==> src/rtl/bit_serializer.sv <==
// Parallel-to-serial front end: accepts WIDTH-bit words over valid/ready and
// emits them one bit per clock on ser_out, streaming back-to-back words gap-free.
module bit_serializer #(
  parameter int WIDTH     = 8,
  parameter bit MSB_FIRST = 1'b1,
  parameter bit IDLE_BIT  = 1'b0
) (
  input  logic             clk,
  input  logic             rst,
  input  logic             in_valid,
  output logic             in_ready,
  input  logic [WIDTH-1:0] in_data,
  output logic             ser_out,
  output logic             ser_valid,
  output logic             busy,
  output logic             word_done
);

  localparam int CW = (WIDTH > 1) ? $clog2(WIDTH) : 1;
  localparam logic [CW-1:0] LAST   = CW'(WIDTH - 1);
  localparam logic [CW-1:0] PENULT = CW'(WIDTH - 2);

  typedef enum logic {
    IDLE,
    SHIFT
  } state_t;

  state_t           state;
  logic [CW-1:0]    cnt;
  logic [WIDTH-1:0] sr;
  logic             last;
  logic             accept;

  assign last     = (state == SHIFT) && (cnt == LAST);
  assign in_ready = (state == IDLE) || last;
  assign accept   = in_valid && in_ready;
  assign busy     = (state == SHIFT);

  function automatic logic first_bit(input logic [WIDTH-1:0] w);
    return MSB_FIRST ? w[WIDTH-1] : w[0];
  endfunction

  function automatic logic [WIDTH-1:0] advance(input logic [WIDTH-1:0] w);
    return MSB_FIRST ? (w << 1) : (w >> 1);
  endfunction

  // ser_out is registered one bit ahead, so sr holds only the bits not yet shown.
  always_ff @(posedge clk) begin
    if (rst) begin
      state     <= IDLE;
      cnt       <= '0;
      sr        <= '0;
      ser_out   <= IDLE_BIT;
      ser_valid <= 1'b0;
      word_done <= 1'b0;
    end else if (accept) begin
      state     <= SHIFT;
      cnt       <= '0;
      sr        <= advance(in_data);
      ser_out   <= first_bit(in_data);
      ser_valid <= 1'b1;
      word_done <= (WIDTH == 1);
    end else if ((state == SHIFT) && !last) begin
      cnt       <= cnt + CW'(1);
      sr        <= advance(sr);
      ser_out   <= first_bit(sr);
      ser_valid <= 1'b1;
      word_done <= (cnt == PENULT);
    end else begin
      state     <= IDLE;
      cnt       <= '0;
      ser_out   <= IDLE_BIT;
      ser_valid <= 1'b0;
      word_done <= 1'b0;
    end
  end

endmodule

==> config.mk <==
export PLATFORM = sky130hd
export DESIGN_NAME = bit_serializer
export DESIGN_NICKNAME = d
export VERILOG_FILES = /design/src/rtl/bit_serializer.sv
export SDC_FILE = /design/constraint.sdc
export NUM_CORES = 1
export LEC_CHECK = 0
export ABC_AREA = 1
export CAP_MARGIN = 20
export CORE_AREA = 3 3 40 42
export DETAILED_ROUTE_END_ITERATION = 8
export DIE_AREA = 0 0 43 45
export DONT_BUFFER_PORTS = 1
export HOLD_SLACK_MARGIN = 0.05
export PLACE_DENSITY_LB_ADDON = 0.3
export SKIP_CTS_REPAIR_TIMING = 1
export SYNTH_ARGS = -nofsm -noshare
export SYNTH_HDL_FRONTEND = slang
export SYNTH_SLANG_ARGS = --single-unit
export TNS_END_PERCENT = 5
==> constraint.sdc <==
create_clock -name clk -period 1.5 [get_ports clk]
set_clock_uncertainty 0.1 [all_clocks]
set_input_delay 0.225 -clock clk [delete_from_list [all_inputs] [get_ports clk]]
set_output_delay 0.225 -clock clk [all_outputs]
set_load 0.1 [all_outputs]
# ---- Word level (Yosys, flattened, before mapping)
# Cells that the tools add are included.
dict set report op_classes {
  eq_ne 3
  reduce_logical 7
  mux 8
  add_sub_neg 1
  bitwise 2
}
# operator count
set op_table {}
lappend op_table {{two-way mux 8 bit} 2}
lappend op_table {{equality test 3 bit (second input constant)} 2}
lappend op_table {{two-way mux 1 bit} 6}
lappend op_table {{adder 3 x 1 -> 3 bit (second input constant)} 1}
lappend op_table {{logical AND 1 bit} 3}
lappend op_table {{OR reduction 3 bit} 1}
lappend op_table {{!= test 2 bit (second input constant)} 1}
lappend op_table {{inverter 1 bit} 2}
lappend op_table {{nonzero test 2 bit} 1}
lappend op_table {{logical NOT 1 bit} 1}
lappend op_table {{logical OR 1 bit} 1}
dict set report word_totals {
  regBits 14
  out_inout_bits 5
}

# ---- Depth between registers and ports, before layout
# Gate-level depths: netlist of run 1.
dict set report depth {
  ltp_word 6
  ltp_mapped 9
  depth_no_buf 8
}

# ---- Least setup slack after synthesis of run 1
# OpenSTA, ideal clock, no wires.
dict set report synth_timing {
  path_type {reg2reg}
  from {register state (netlist: busy)}
  to {register sr[2]}
  required_ps 1291
  setup_time_ps 109
  path_slack_ps -307
  stages_incl_launch_ff 7
  period_less_slack_ps 1807
  t_arrival_ps 1598
  cell_sequence {dfxtp_1 -> nand2_4 -> buf_6 -> nand3_1 -> nand3_1 -> nand2_1 -> inv_1}
}
dict set report synth_between {
  elab_chain_len 4
}
# item line
set synth_rtl {}
lappend synth_rtl {{start: declaration} 28} ;# state_t state;
lappend synth_rtl {{start signal: assignment} 50} ;# state <= IDLE;
lappend synth_rtl {{start signal: assignment} 57} ;# state <= SHIFT;
lappend synth_rtl {{start signal: assignment} 70} ;# state <= IDLE;
lappend synth_rtl {{logical AND 1 bit or inverter 1 bit (tied branches)} {34, 35}}
lappend synth_rtl {{logical OR 1 bit (*)} 35} ;# assign in_ready = (state == IDLE) || last;
lappend synth_rtl {{named net in_ready} 11} ;# output logic in_ready,
lappend synth_rtl {{logical AND 1 bit (*)} 36} ;# assign accept = in_valid && in_ready;
lappend synth_rtl {{two-way mux 8 bit or nonzero test 2 bit (tied branches)} -}
lappend synth_rtl {{end signal: assignment} 59} ;# sr <= advance(in_data);
lappend synth_rtl {{end signal: assignment} 65} ;# sr <= advance(sr);
lappend synth_rtl {{end: declaration} 30} ;# logic [WIDTH-1:0] sr;
# Mark *: on every way through the listed nets, which the timed path passes. The rest lies on a longest branch.
# A chain may end at the register's enable or synchronous reset.

# ---- Worst setup path after layout of run 1
dict set report layout_timing {
  from {register cnt[0]}
  to {output in_ready}
}
dict set report layout_between {
  elab_chain_len 3
}
# item line
set layout_rtl {}
lappend layout_rtl {{start: declaration} 29} ;# logic [CW-1:0] cnt;
lappend layout_rtl {{start signal: assignment} 64} ;# cnt <= cnt + CW'(1);
lappend layout_rtl {{equality test 3 bit} 34} ;# assign last = (state == SHIFT) && (cnt == LAST);
lappend layout_rtl {{logical AND 1 bit} 34}
lappend layout_rtl {{logical OR 1 bit} 35}
lappend layout_rtl {{end: declaration} 11}
# No other way between the ends.

==> results of run 1 <==
-- layout make-up --
type	count	area (um^2)	share of cell area
multi-input combinational	52	312.8	0.3666
inverter	11	43.79	0.05132
sequential	14	284.0	0.3328
tap	15	18.77	0.02199
clock buffer	4	36.28	0.04252
timing repair buffer	18	157.7	0.1848
-- per-stage QoR --
step | total power, uW | TNS [ps] | worst slack (ps) | instances
floorplan | 512.0 | 0 | 21.04 | 79
finish | 839.0 | -78.66 | -78.66 | 114
detailed placement | 530.9 | 0 | 20.54 | 99
global route | 870.0 | -250.2 | -115.8 | 114
global placement | 529.5 | 0 | 42.06 | 99
CTS | 800.4 | -299.3 | -299.3 | 103
-- state kept, by name, summed over array words and instances (netlist names) --
name	cells
ser_valid	1
cnt	3
word_done	1
ser_out	1
busy	1
sr	7
-- routing by layer --
metal | GRT usage | vias up | share of wire
met5 | 0 | - | 0
met4 | 0.05422 | 0 | 0.030
met3 | 0.06375 | 9 | 0.072
met2 | 0.1796 | 26 | 0.48
met1 | 0.1474 | 258 | 0.41
li1 | - | 287 | -
-- logic make-up (layout without fill, tap and decap cells) --
logic type	Yosys count	count (layout)	share of synthesized area
AOI/OAI and AO/OA	2	2	0.01676
adders and majority gates	3	3	0.06290
and+or+nand+nor	47	47	0.3543
buffers and inverters	13	33	0.09643
DFF	14	14	0.4696
-- layout by cell type, fill, tap and decap left out --
cell and n:
a21oi_1 1, buf_12 1, buf_4 13, clkbuf_4 3
clkbuf_8 1, dfxtp_1 11, dfxtp_2 3, dlygate4sd3_1 4
ha_1 1, ha_4 2, inv_1 10, inv_4 1
nand2_1 19, nand2_8 1, nand3_1 15, nand3_2 3
nor2_1 7, nor2_2 1, nor2_4 1, o21ai_1 1
-- path summary, 6_finish.rpt --
check | from | endpoint | slack (ps)
setup / recovery | cnt[0] | in_ready | -80
hold / removal | in_valid | sr[4] | 70
setup reg to reg | cnt[0] | sr[6] | 20
hold reg to reg | sr[6] | sr[7] | 350
-- where the power goes --
part	switching, uW	internal [uW]	total, uW
Combinational	104	62.5	166
Sequential	12.7	391	403
Clock	121	148	269
Total	238	601	839
-- tightest hold or removal path, cell delays in order --
cell and delay [ps]:
nand3_2 40, nand2_1 50, nand2_1 50, nand2_1 40
==> metrics.md, run 1 <==
| Metric | Value |
|---|---|
| Status | `finished with violations` |
| Failing checks | `setup timing` |
| WL/cell | `around 12 um` |
| Critical-path cell list | `ha_4, ha_4, inv_4, nand2_8, buf_12` |
| Global-route wire length before repair | `approximately 1.7 mm` |
| Starting density of the core | `0.4645` |
| Initial antenna violation count | `0` |
| Drt initial violations | `15` |
| Critical path depth in cells | `5` |
| Hold crit path type | `input port to flop` |
| Post-Route WL | `roughly 1.4 mm` |
| Critical Path RT | `~1200 ps` |
| GP Congestion | `between 0.7 and 0.8` |
| TritonCTS clock tree | `built` |
| Leakage Power | `a little over 0.0004 uW` |
| Startpoint types | `flop` |
| Io pins | `16` |
| Max IR drop VDD | `701.4 uV` |
| Final setup violation count | `1` |
| Largest net degree at the start of global routing | `15` |
| RSZ-0062 raised after global routing | `yes` |
| Clock insertion delay at the later pin of the skew report | `approximately 280 ps` |
| Total global-route track usage | `0.1215` |
| Kind of critical path | `flop to output pin` |
| ANT nets after route | `0` |
| Yosys warnings | `0` |
| CTS max path bufs | `2` |
| Vias in the first global route | `between 400 and 500` |
| Slew margin rel. | `0.8163` |
| Minimum hold slack | `approximately 66 ps` |
| Hold path cells | `4` |
| Fin util | `0.6641` |
| Antenna diode count | `0` |
| Leading area contributor after synthesis | `dfxtp_1` |
| Final hold violation count | `0` |
| Register area share after synthesis | `0.4696` |
| Vias per cell | `5.088` |
| Commonest cells in the netlist | `19 x nand2_1, 18 x nand3_1, 14 x dfxtp_1` |
| Crit-path max cell delay | `around 340 ps` |
| Max-slew violation count | `0` |
| Worst Tran Pin Value | `277.9 ps` |
| Top FF cell, synth | `dfxtp_1` |
| Residual DRC count | `0` |
| Post-DP Area | `653.1 um^2` |
| Cells after Synth | `79` |
| CTS buffer count | `3` |
| Max cap viols | `0` |
| CP endpoint kind | `output pin` |
| Syn avg cell area | `between 7 and 8 um^2` |
| Nets | `roughly 110` |
| IO Port Bufs | `0` |
| Synthesized cell area | `596.8 um^2` |
| Htree depth | `1` |
| Root Driver | `clkbuf_4` |
| Area grow syn2layout | `42.98%` |
| Number of synthesized flops with an enable pin | `0` |
| Ranking of synthesized cells by area | `dfxtp_1 47%, nand3_1 15%, nand2_1 12%` |
| Power density over the cells | `a little under 1000 mW/mm^2` |
| FF-to-FF path depth | `10` |
| Final WS setup | `-78.66 ps` |
| Die width | `~43 um` |
| Clock transition at path regs | `roughly 80 ps` |
| Most frequent cell after synthesis | `nand2_1` |
| Delay-heaviest family, CP | `flip-flops` |
| Total gr overflow | `0` |
| TritonCTS Sinks | `14` |
| Min Tclk post-route | `roughly 1600 ps` |
| Die H | `roughly 45 um` |
| Fin area | `about 850 um^2` |
| CORE AREA | `between 0.001 and 0.0015 mm^2` |
| Post-Syn Nets | `93` |
| CP most frequent cell | `ha_4` |
| CP Buf/Inv Count | `2` |
| Peak Freq | `roughly 630 MHz` |
| Filler cells | `approximately 100` |
| Hpwl dp | `802.3 um` |
| Via count | `just under 600` |
| Layout cell share with drive strength beyond 1 | `0.3030` |
| Total die area | `0.001935 mm^2` |
| Post-synth ARST share | `0` |
| Drt first pass iters | `4` |
| Flops & latches, synth | `14` |
| Crit path DAT | `~1300 ps` |
| Row cnt | `13` |
| Period utilization | `1.052` |
| Worst Path Max Fanout | `7` |
| Share of the synthesized area in the top cell type | `0.4696` |
| Synth cell types | `13` |
| CP max stage cell | `dfxtp_2` |
No activity file was read; power rests on OpenSTA's default activity.
==> run 2, diff against run 1 <==
--- a/config.mk
+++ b/config.mk
@@ -14,6 +14,7 @@
 export HOLD_SLACK_MARGIN = 0.05
 export PLACE_DENSITY_LB_ADDON = 0.3
 export SKIP_CTS_REPAIR_TIMING = 1
+export SLEW_MARGIN = 30
 export SYNTH_ARGS = -nofsm -noshare
 export SYNTH_HDL_FRONTEND = slang
 export SYNTH_SLANG_ARGS = --single-unit
==> results of run 2 <==
Same layout as run 1: the final DEF is identical, and so are final timing and power.
==> run 3, diff against run 2 <==
--- a/config.mk
+++ b/config.mk
@@ -6,6 +6,7 @@
 export NUM_CORES = 1
 export LEC_CHECK = 0
 export ABC_AREA = 1
+export ABC_CLOCK_PERIOD_IN_PS = 1500
 export CAP_MARGIN = 20
 export CORE_AREA = 3 3 40 42
 export DETAILED_ROUTE_END_ITERATION = 8
@@ -14,7 +15,7 @@
 export HOLD_SLACK_MARGIN = 0.05
 export PLACE_DENSITY_LB_ADDON = 0.3
 export SKIP_CTS_REPAIR_TIMING = 1
-export SLEW_MARGIN = 30
+export SLEW_MARGIN = 40
 export SYNTH_ARGS = -nofsm -noshare
 export SYNTH_HDL_FRONTEND = slang
 export SYNTH_SLANG_ARGS = --single-unit
==> results of run 3 <==
Same layout as run 1: the final DEF is identical, and so are final timing and power.
